==> src/rtl/watch_set_ctrl.sv <==
// rtl/watch_set_ctrl.sv - run/set controller for the hour-minute-second watch counter
//
// Purpose: generates the one-cycle second tick for the counter's enable from a
// programmable prescaler, and runs the button-driven hour/minute setting FSM
// that ends with a one-cycle load strobe into the counter.
//
// Ports:
//   clk, rst            single clock, asynchronous active-high reset
//   i_freq              clock cycles per second tick (0 or 1 = every cycle)
//   i_run               run-enable level
//   i_mode_pulse        advances IDLE/RUN -> SET_HOUR -> SET_MIN -> RUN/IDLE
//   i_inc_pulse         increments the field being edited
//   i_cur_min/hour      live counter value, captured when setting starts
//   o_tick              second tick to the counter's en
//   o_load              one-cycle load strobe
//   o_load_sec/min/hour load value (seconds always 0)
//   o_state             0 IDLE, 1 RUN, 2 SET_HOUR, 3 SET_MIN
module watch_set_ctrl #(
  parameter int P_COUNT_BIT = 30,
  parameter int P_SEC_BIT   = 6,
  parameter int P_MIN_BIT   = 6,
  parameter int P_HOUR_BIT  = 5
) (
  input  logic                   clk,
  input  logic                   rst,
  input  logic [P_COUNT_BIT-1:0] i_freq,
  input  logic                   i_run,
  input  logic                   i_mode_pulse,
  input  logic                   i_inc_pulse,
  input  logic [P_MIN_BIT-1:0]   i_cur_min,
  input  logic [P_HOUR_BIT-1:0]  i_cur_hour,
  output logic                   o_tick,
  output logic                   o_load,
  output logic [P_SEC_BIT-1:0]   o_load_sec,
  output logic [P_MIN_BIT-1:0]   o_load_min,
  output logic [P_HOUR_BIT-1:0]  o_load_hour,
  output logic [1:0]             o_state
);

  typedef enum logic [1:0] {
    S_IDLE     = 2'd0,
    S_RUN      = 2'd1,
    S_SET_HOUR = 2'd2,
    S_SET_MIN  = 2'd3
  } state_t;

  localparam logic [P_COUNT_BIT-1:0] CNT_ONE  = P_COUNT_BIT'(1);
  localparam logic [P_HOUR_BIT-1:0]  HOUR_MAX = P_HOUR_BIT'(23);
  localparam logic [P_MIN_BIT-1:0]   MIN_MAX  = P_MIN_BIT'(59);

  state_t                 state_q, state_d;
  logic [P_COUNT_BIT-1:0] cnt_q, cnt_d;
  logic [P_HOUR_BIT-1:0]  edit_hour_q, edit_hour_d;
  logic [P_MIN_BIT-1:0]   edit_min_q, edit_min_d;
  logic                   load_q, load_d;
  logic                   cnt_wrap;

  // i_freq of 0 or 1 would underflow i_freq-1, so treat both as "every cycle".
  // The >= keeps the prescaler from running away if i_freq drops mid-run.
  assign cnt_wrap = (i_freq <= CNT_ONE) || (cnt_q >= (i_freq - CNT_ONE));

  // State register
  always_ff @(posedge clk or posedge rst) begin
    if (rst) begin
      state_q     <= S_IDLE;
      cnt_q       <= '0;
      edit_hour_q <= '0;
      edit_min_q  <= '0;
      load_q      <= 1'b0;
    end else begin
      state_q     <= state_d;
      cnt_q       <= cnt_d;
      edit_hour_q <= edit_hour_d;
      edit_min_q  <= edit_min_d;
      load_q      <= load_d;
    end
  end

  // Next-state logic; mode pulse always wins over run level and increments
  always_comb begin
    state_d = state_q;
    case (state_q)
      S_IDLE: begin
        if (i_mode_pulse)  state_d = S_SET_HOUR;
        else if (i_run)    state_d = S_RUN;
      end
      S_RUN: begin
        if (i_mode_pulse)  state_d = S_SET_HOUR;
        else if (!i_run)   state_d = S_IDLE;
      end
      S_SET_HOUR: begin
        if (i_mode_pulse)  state_d = S_SET_MIN;
      end
      S_SET_MIN: begin
        if (i_mode_pulse)  state_d = i_run ? S_RUN : S_IDLE;
      end
      default: state_d = S_IDLE;
    endcase
  end

  // Prescaler, edit registers and load strobe
  always_comb begin
    cnt_d       = '0;
    edit_hour_d = edit_hour_q;
    edit_min_d  = edit_min_q;
    load_d      = 1'b0;

    // Counting only continues while staying in RUN; every other path parks it at 0
    // so each RUN entry starts a full tick period.
    if (state_q == S_RUN && state_d == S_RUN) begin
      cnt_d = cnt_wrap ? '0 : (cnt_q + CNT_ONE);
    end

    if ((state_q == S_IDLE || state_q == S_RUN) && i_mode_pulse) begin
      edit_hour_d = (i_cur_hour > HOUR_MAX) ? '0 : i_cur_hour;
      edit_min_d  = (i_cur_min > MIN_MAX) ? '0 : i_cur_min;
    end

    if (state_q == S_SET_HOUR && !i_mode_pulse && i_inc_pulse) begin
      edit_hour_d = (edit_hour_q == HOUR_MAX) ? '0 : (edit_hour_q + P_HOUR_BIT'(1));
    end

    if (state_q == S_SET_MIN && !i_mode_pulse && i_inc_pulse) begin
      edit_min_d = (edit_min_q == MIN_MAX) ? '0 : (edit_min_q + P_MIN_BIT'(1));
    end

    load_d = (state_q == S_SET_MIN) && i_mode_pulse;
  end

  // Outputs decoded from registers. The load cycle suppresses the tick so the
  // counter never sees load and enable together (only matters for i_freq <= 1).
  assign o_tick      = (state_q == S_RUN) && cnt_wrap && !load_q;
  assign o_load      = load_q;
  assign o_load_sec  = '0;
  assign o_load_min  = edit_min_q;
  assign o_load_hour = edit_hour_q;
  assign o_state     = state_q;

endmodule

==> config.mk <==
export PLATFORM = sky130hd
export DESIGN_NAME = watch_set_ctrl
export DESIGN_NICKNAME = d
export VERILOG_FILES = /design/src/rtl/watch_set_ctrl.sv
export SDC_FILE = /design/constraint.sdc
export NUM_CORES = 1
export LEC_CHECK = 0
export BUFFER_PORTS_ARGS = -buffer_cell sky130_fd_sc_hd__buf_2
export CELL_PAD_IN_SITES_DETAIL_PLACEMENT = 1
export CELL_PAD_IN_SITES_GLOBAL_PLACEMENT = 2
export CORE_ASPECT_RATIO = 1.1
export CORE_UTILIZATION = 35
export DETAILED_ROUTE_END_ITERATION = 8
export PLACE_DENSITY = 0.86
export SLEW_MARGIN = 5
export SYNTH_ARGS = -nofsm -noshare
export SYNTH_HDL_FRONTEND = slang
export SYNTH_SLANG_ARGS = --single-unit
==> constraint.sdc <==
create_clock -name clk -period 9.1 [get_ports clk]
set_input_delay 1.82 -clock clk [delete_from_list [all_inputs] [get_ports clk]]
set_output_delay 1.82 -clock clk [all_outputs]
set_load 0.05 [all_outputs]
==> Word-level counts from Yosys, hierarchy flattened <==
Index checks and enable logic that the tools add are counted.
{ "classes": {"n_reduce_logical": 16, "n_lt_le_gt_ge": 4, "n_eq_ne": 6, "n_mux": 18, "add_sub_neg": 4} }
{ "ops": {"columns": ["op", "n"], "rows": [
  ["30-bit two-way mux", 2],
  ["30-bit by 1-bit adder with 30-bit output, second input constant", 1],
  ["30-bit greater-or-equal comparator", 1],
  ["30-bit by 1-bit <= comparator with 1-bit output, second input constant", 1],
  ["30-bit by 1-bit subtractor with 30-bit output, second input constant", 1],
  ["6-bit two-way mux", 4],
  ["5-bit two-way mux", 4],
  ["2-bit two-way mux", 6],
  ["1-bit logical AND", 9],
  ["2-bit case mux with 4 select lines", 1],
  ["6-bit by 1-bit adder with 6-bit output, second input constant", 1],
  ["6-bit == test, second input constant", 1],
  ["6-bit greater-than comparator, second input constant", 1],
  ["5-bit by 1-bit adder with 5-bit output, second input constant", 1],
  ["5-bit == test, second input constant", 1],
  ["5-bit greater-than comparator, second input constant", 1],
  ["2-bit by 1-bit == test with 1-bit output, second input constant", 2],
  ["2-bit == test, second input constant", 2],
  ["2-bit nonzero test", 2],
  ["1-bit zero test", 2],
  ["2-bit zero test", 1],
  ["1-bit logical OR", 2],
  ["1-bit two-way mux", 1]
]} }
{ "totals": {"ff_bits": 44, "out_inout_bits": 21, "elab_cells": 53} }

==> Depth between registers and ports, before layout <==
Gate-level depths: netlist of run 1.
{ "depth": {"ltp_word": 6, "ltp_mapped": 15} }

==> Worst setup path before layout of run 1 <==
OpenSTA, ideal clock, no wires.
{ "synth_timing": {"kind": "input -> output", "start": "input port i_freq[20]", "end": "output port o_tick", "path_buffers": 0, "t_arrival_ps": 4615, "path_slack_ps": 2665, "stages": 10, "t_required_ps": 7280, "cell_sequence": "nor4_4 > nand2_2 > or4_4 > or3_1 > xor2_1 > ha_1 > nand4_1 > or4_1 > nor2_1 > o31a_1"} }
{ "synth_via": {"elab_chain_cells": 5, "elab_cells_between_ends": 6, "cone_classes": "add/sub: 1; order compare: 2; reduce/logical: 3"} }
{ "synth_rtl": {"columns": ["element", "line_no", "rtl"], "rows": [
  ["start, declared", "26", "input logic [P_COUNT_BIT-1:0] i_freq,"],
  ["30-bit by 1-bit subtractor with 30-bit output", "60", "assign cnt_wrap = (i_freq <= CNT_ONE) || (cnt_q >= (i_freq - CNT_ONE));"],
  ["30-bit greater-or-equal comparator", "60", null],
  ["1-bit logical OR (*)", "60", null],
  ["1-bit logical AND (*) (2 in a row)", "132", "assign o_tick = (state_q == S_RUN) && cnt_wrap && !load_q;"],
  ["end, declared", "32", "output logic o_tick,"]
]} }
Mark *: on every way between the ends. The rest lies on a longest branch, timed or not.

==> Final worst setup path of run 1 <==
{ "layout_timing": {"start": "input port i_freq[7]", "end": "output port o_tick"} }
Same word-level chain as after synthesis.

==> results of run 1 <==
## cell usage after synthesis (all sizes together)
| cell | n | area [µm²] |
|---|---|---|
| nor4b | 1 | 8.76 |
| nand3 | 14 | 75.1 |
| o21a | 3 | 22.5 |
| o22ai | 4 | 25.0 |
| inv | 14 | 52.6 |
| nand4 | 16 | 100 |
| xor2 | 28 | 245 |
| nor2b | 4 | 25.0 |
| o21bai | 1 | 7.51 |
| nand3b | 1 | 7.51 |
| and4 | 4 | 35.0 |
| nor4 | 10 | 123 |
| xnor2 | 29 | 254 |
| a31oi | 3 | 18.8 |
| a311oi | 1 | 8.76 |
| clkbuf | 3 | 11.3 |
| nor3b | 2 | 20.0 |
| or3 | 4 | 25.0 |
| or4 | 3 | 26.3 |
| a221o | 2 | 20.0 |
| ha | 35 | 438 |
| o311a | 1 | 10.0 |
| a41oi | 1 | 8.76 |
| a22oi | 3 | 22.5 |
| o31ai | 1 | 7.51 |
| nand4b | 1 | 8.76 |
| nor2 | 54 | 203 |
| a2bb2oi | 1 | 8.76 |
| o21ai | 12 | 60.1 |
| nand2 | 37 | 141 |
| buf | 9 | 60.1 |
| o221a | 1 | 11.3 |
| nor3 | 11 | 60.1 |
| a221oi | 2 | 17.5 |
| conb | 1 | 3.75 |
| dfrtp | 44 | 1100 |
| and2 | 3 | 23.8 |
| nand2b | 7 | 43.8 |
| a21oi | 23 | 115 |
| and3 | 9 | 57.6 |
| o31a | 2 | 17.5 |
## power by group
group          internal, mW  total, mW  switching [mW]
sequential            0.225      0.263          0.0382
combinational        0.0828      0.284           0.201
clock                0.0898      0.163          0.0727
## path summary, 6_finish.rpt
path,endpoint,start,depth (start not counted)
max,o_tick,i_freq[7],13
min,o_load_hour[0],o_load_hour[0],1
max reg2reg,cnt_q[4],cnt_q[25],6
min reg2reg,o_load_hour[0],o_load_hour[0],1
max in group asynchronous,cnt_q[16],rst,3
min in group asynchronous,o_load_min[4],rst,3
## metal layers
metal	wire length (µm)	vias to the layer above
met4	92	0
met1	4120	1521
li1	-	1554
met3	339	6
met2	4590	63
met5	0	-
## cell type report
type,instances,area [µm²]
fillers,1213,5770
clock inverters,2,38.8
flip-flops and latches,44,1100
clock buffers,6,82.6
inverters,14,52.6
repair buffers,62,315
well taps,120,150
multi-input cells,340,2330
## cell families (layout without fill, tap and decap cells)
family	count (synthesis)	count (layout)
AO/OA/AOI/OAI	61	61
XOR/XNOR	57	57
adder cells (fa/ha/maj)	35	35
buffers and inverters	26	84
flip-flops	44	44
other	1	6
AND/OR/NAND/NOR	181	181
## sequential cells by signal (all words and copies together), names as in the netlist
signal,count
o_load_min,6
cnt_q,30
o_state,2
o_load_hour,5
o_load,1
## stage by stage
stage	setup slack [ps]	area [µm²]	util
floorplan	2660	3550	-
global placement	2390	3950	0.401
detailed placement	2280	3950	0.401
CTS	2270	4070	0.413
global route	2060	4070	0.413
finish	2270	4070	0.413
==> flow_summary.yaml, run 1 <==
floorplanning:
  dieArea_mm2: 0.0105
  ios: 67
  die_w_um: 97.8
  fp-row-count: 38
  core_area_mm2: 0.00984
  die_y_um: 107
  start_util: 0.359
logic_synthesis:
  yosys.area_share.simple: 0.279
  yosys_warnings: 0
  syn_avg_cell_area_um2: 8.72
  synth_top_family_by_area: "simple AND/OR/NAND/NOR gates"
  synth_seq_cells: 44
  syn_area_mm2: 0.00353
  ys_seq_area_frac: 0.312
  synth_xor_xnor_area_share: 0.141
  ys_types: 51
  postSynthCellCount: 405
  synth_compound_area_frac: 0.108
  synthAdderAreaFrac: 0.124
  synth.area.mux_share: 0
timing:
  slew_headroom: 0.406
  final-setup-viol-count: 0
  hold_viol: 0
  clock_skew_ps: 5.61
  whs_ps: 536
  period_needed_ps: 6830
  rsz0062_at_grt: "false"
  timing.fmax_mhz: 146
  setup_tns_ps: 0
  drv_slew: 0
  worst_pin_slew_ps: 884
  post-route-period-util: 0.750
worst_setup_path:
  crit_buf_inv: 2
  cp_common_cell: "buf_2"
  startpoint_type: "input pin"
  crit_chain: "buf_2, nor4_4, and2_4, and3_2, nand2_1, or3_1, xor2_1, ha_1, nand4_1, or4_1, nor2_1, o31a_1, buf_2"
  r2r_slack_ps: 6510
  worstPathRequired_ps: 7280
  crit_path_max_fanout: 6
  cp_top_family: "simple AND/OR/NAND/NOR gates"
  crit_type: "in -> out"
  cp-end-kind: "primary output"
  slowest_delay_ps: 600
  slowest_stage: "or4_1"
  worstPathArrival_ps: 5010
routing:
  drc: 14
  vias: 3144
  wirelength_mm: 9.14
  avgViaCountPerCell: 5.35
  wl_per_cell_um: 15.5
  first_pass_iters: 6
  ant_nets: 0
  dr.first_iter.drc_count: 85
cells_and_area:
  antenna-diode-count: 0
  layout.cells.most_common: "buf_2"
  fin_cells: 588
  synthToLayoutAreaGrowth_pct: 15.2
  nets: 548
  drive_gt1_frac: 0.179
  layout_common_cells: "buf_2 (60), nor2_1 (54), dfrtp_1 (44), nand2_1 (36), ha_1 (35)"
clocking:
  cts_tree: "yes"
  cts.sinks: 44
  cts-buffers-inserted: 5
  clockRootBuffer: "clkbuf_8"
  cts_resized: 0
  cts.path.max_buffers: 2
  cts_hold_buf: 0
  clock_latency_ps: 310
  cts_setup_buffers: 0
  h-tree-depth: 2
  clkTransAtPathRegs_ps: 80
power_and_ir_drop:
  ir_drop_mv: 0.0723
  p_total_mw: 0.710
  powerDensity_mw_per_mm2: 174
  p_leak_nw: 1.71
grt:
  grtUsageMet3: 0.0253
  grt_pass1_wl_mm: 15.6
  use_met2: 0.337
  grt_pass1_vias: 3266
  grt_max_degree: 45
  grt_usage: 0.184
  grt_overflow: 0
  grt_busiest_layer: "met2"
  antenna_found_initial: 0
  met1_usage: 0.227
run:
  cap_violations: 0
placement:
  io_buffer_count: 60
  gp_congestion: 0.796
  dp_cells: 580
  dp_hpwl_mm: 7.41
outcome:
  violations: "design-rule violations"
  status: "finished with violations"
min_path:
  hold_path.class: "reg -> reg"
(Power assumes the default switching activity.)
==> run 2, diff against run 1 <==
Settings changed: CORE_UTILIZATION 35 to 34, PLACE_DENSITY 0.86 to 0.84.
Clock period 9.1 ns to 6.99 ns, I/O delays scaled along.
==> run 2 against run 1 <==
Flip-flop and latch count unchanged. Wire length grew 0.95%. Combinational power grew 30%. Global-route usage fell by 0.22 points. Non-clock buffer count rose by 1. Count of clock-buffer cells in the layout rose by 1. Clock power is 34% higher. Cell count up 0.17%. Critical path depth is the same. Utilization decreased by 0.47 points. The flow now finishes without violations. Sequential share of layout area down 0.083 points.
==> flow_summary.yaml, run 2 (synthesized netlist as in run 1, its figures left out) <==
outcome:
  status: "finished clean"
worst_setup_path:
  crit_type: "in -> out"
  cp-end-kind: "primary output"
  worstPathArrival_ps: 4600
  crit_path_max_fanout: 5
  reg2regPathDepth: 7
  worstReg2RegEnd: "cnt_q[26]"
  worstPathRequired_ps: 5590
  slowest_delay_ps: 590
  r2r_start: "cnt_q[0]"
  slowest_stage: "or4_1"
  startpoint_type: "input pin"
  r2r_slack_ps: 4670
  crit_chain: "buf_2, nor4_4, and2_4, nand3_2, nor4_1, nor3b_2, xnor2_1, ha_1, nand4_1, or4_1, nor2_1, o31a_1, buf_2"
  cp_common_cell: "buf_2"
routing:
  drc: 0
  wl_per_cell_um: 15.7
  route.met2.wl_mm: 4.57
  drt-met1-wl_mm: 4.27
  ant_nets: 0
  wirelength_mm: 9.23
  top_layer_used: "met4"
  vias: 3184
  avgViaCountPerCell: 5.41
  route.met3.wl_um: 286
  first_pass_iters: 4
  dr.first_iter.drc_count: 66
grt:
  grt_usage: 0.182
  grt_overflow: 0
  grt_pass1_wl_mm: 15.7
  grt_pass1_vias: 3286
  grt_max_degree: 45
  antenna_found_initial: 0
min_path:
  hold_path.class: "reg -> reg"
  worstHoldStart: "o_load_min[0]"
  hold_path_depth: 1
  hold_end: "o_load_min[0]"
timing:
  period_needed_ps: 6000
  timing.fmax_mhz: 167
  worst_slack_ps: 991
  setup_tns_ps: 0
  worst_pin_slew_ps: 650
  rsz0062_at_grt: "false"
  slew_headroom: 0.565
  post-route-period-util: 0.858
  hold_viol: 0
  final-setup-viol-count: 0
  clock_skew_ps: 4.12
  drv_slew: 0
cells_and_area:
  top_register: "cnt_q"
  synthToLayoutAreaGrowth_pct: 15.6
  layout.cells.most_common: "buf_2"
  largest_register_ffs: 30
  layout_common_cells: "buf_2 (60), nor2_1 (54), dfrtp_1 (44), nand2_1 (36), ha_1 (35)"
  final_core_util: 0.409
  nets: 549
  fin_cells: 589
  drive_gt1_frac: 0.181
  antenna-diode-count: 0
placement:
  io_buffer_count: 60
  pre_cts_ws_ps: 1010
  gp_congestion: 0.765
  dp_cells: 581
  dp_hpwl_mm: 7.34
power_and_ir_drop:
  switching_power_mw: 0.406
  seqPwrFrac: 0.369
  p_leak_nw: 1.72
  powerDensity_mw_per_mm2: 228
  ir_drop_mv: 0.101
  power_frac_clock: 0.234
  p_int_mw: 0.527
  p_total_mw: 0.932
  power_frac_comb: 0.397
  sw_frac_of_total: 0.435
clocking:
  cts-buffers-inserted: 5
  h-tree-depth: 2
  cts.sinks: 44
  cts.path.max_buffers: 2
  cts_hold_buf: 0
  clockRootBuffer: "clkbuf_8"
  cts_tree: "yes"
  cts_setup_buffers: 0
  cts_resized: 0
  clkTransAtPathRegs_ps: 80
  clock_latency_ps: 310
floorplanning:
  ios: 67
  core_area_mm2: 0.00998
  dieArea_mm2: 0.0108
  die_y_um: 109
  start_util: 0.354
  die_w_um: 99.2
  fp-row-count: 38
run:
  cap_violations: 0
-- run 2: cell count changes in the layout (fill, tap and decap cells not counted) --
| cell | delta |
|---|---|
| clkinv_4 | -1 |
| clkbuf_8 | +1 |
| buf_4 | +1 |
-- run 2: power by group through the flow --
stage          clock [mW]  sequential, mW  combinational, mW
2_1_floorplan           0           0.467              0.149
3_3_place_gp            0           0.347              0.365
3_5_place_dp            0           0.350              0.372
4_1_cts             0.228           0.344              0.373
5_1_grt             0.235           0.352              0.400
6_report            0.218           0.344              0.370
-- run 2: worst max path at each step --
stage | from | end | slack (ps) | cells after the start
finish | i_freq[2] | o_tick | 990 | 13
global route | i_freq[2] | o_tick | 680 | 13
CTS | i_freq[2] | o_tick | 990 | 13
detailed placement | i_freq[2] | o_tick | 1010 | 13
global placement | i_freq[7] | o_tick | 1120 | 13
floorplan | i_freq[20] | o_tick | 1400 | 10
-- run 2: final cells by class --
| type | instances | area, µm² |
|---|---|---|
| tap | 120 | 150 |
| sequential | 44 | 1100 |
| timing repair buffer | 63 | 323 |
| inverter | 14 | 52.6 |
| fill | 1234 | 5900 |
| multi-input combinational | 340 | 2330 |
| clock inverter | 1 | 30.0 |
| clock buffer | 7 | 96.3 |
-- run 2: worst max-delay path: cells and delay by family --
kind	cells	cell delay (ps)
AOI/OAI and AO/OA	1	160
and+or+nand+nor	8	2280
xor gates and xnor gates	1	80
adders and majority gates	1	270
buffers and inverters	2	410
-- run 2: metrics by stage --
step                instance area, µm²  hold WS [ps]
finish                            4080           526
CTS                               4080           530
floorplan                         3550           473
global placement                  3960           513
detailed placement                3960           518
global route                      4080           545
-- run 2: metal layers --
metal | track usage | vias up
met3 | 0.0231 | 6
met2 | 0.334 | 65
met4 | 0.0504 | 0
met1 | 0.224 | 1555
li1 | - | 1558
met5 | 0 | -
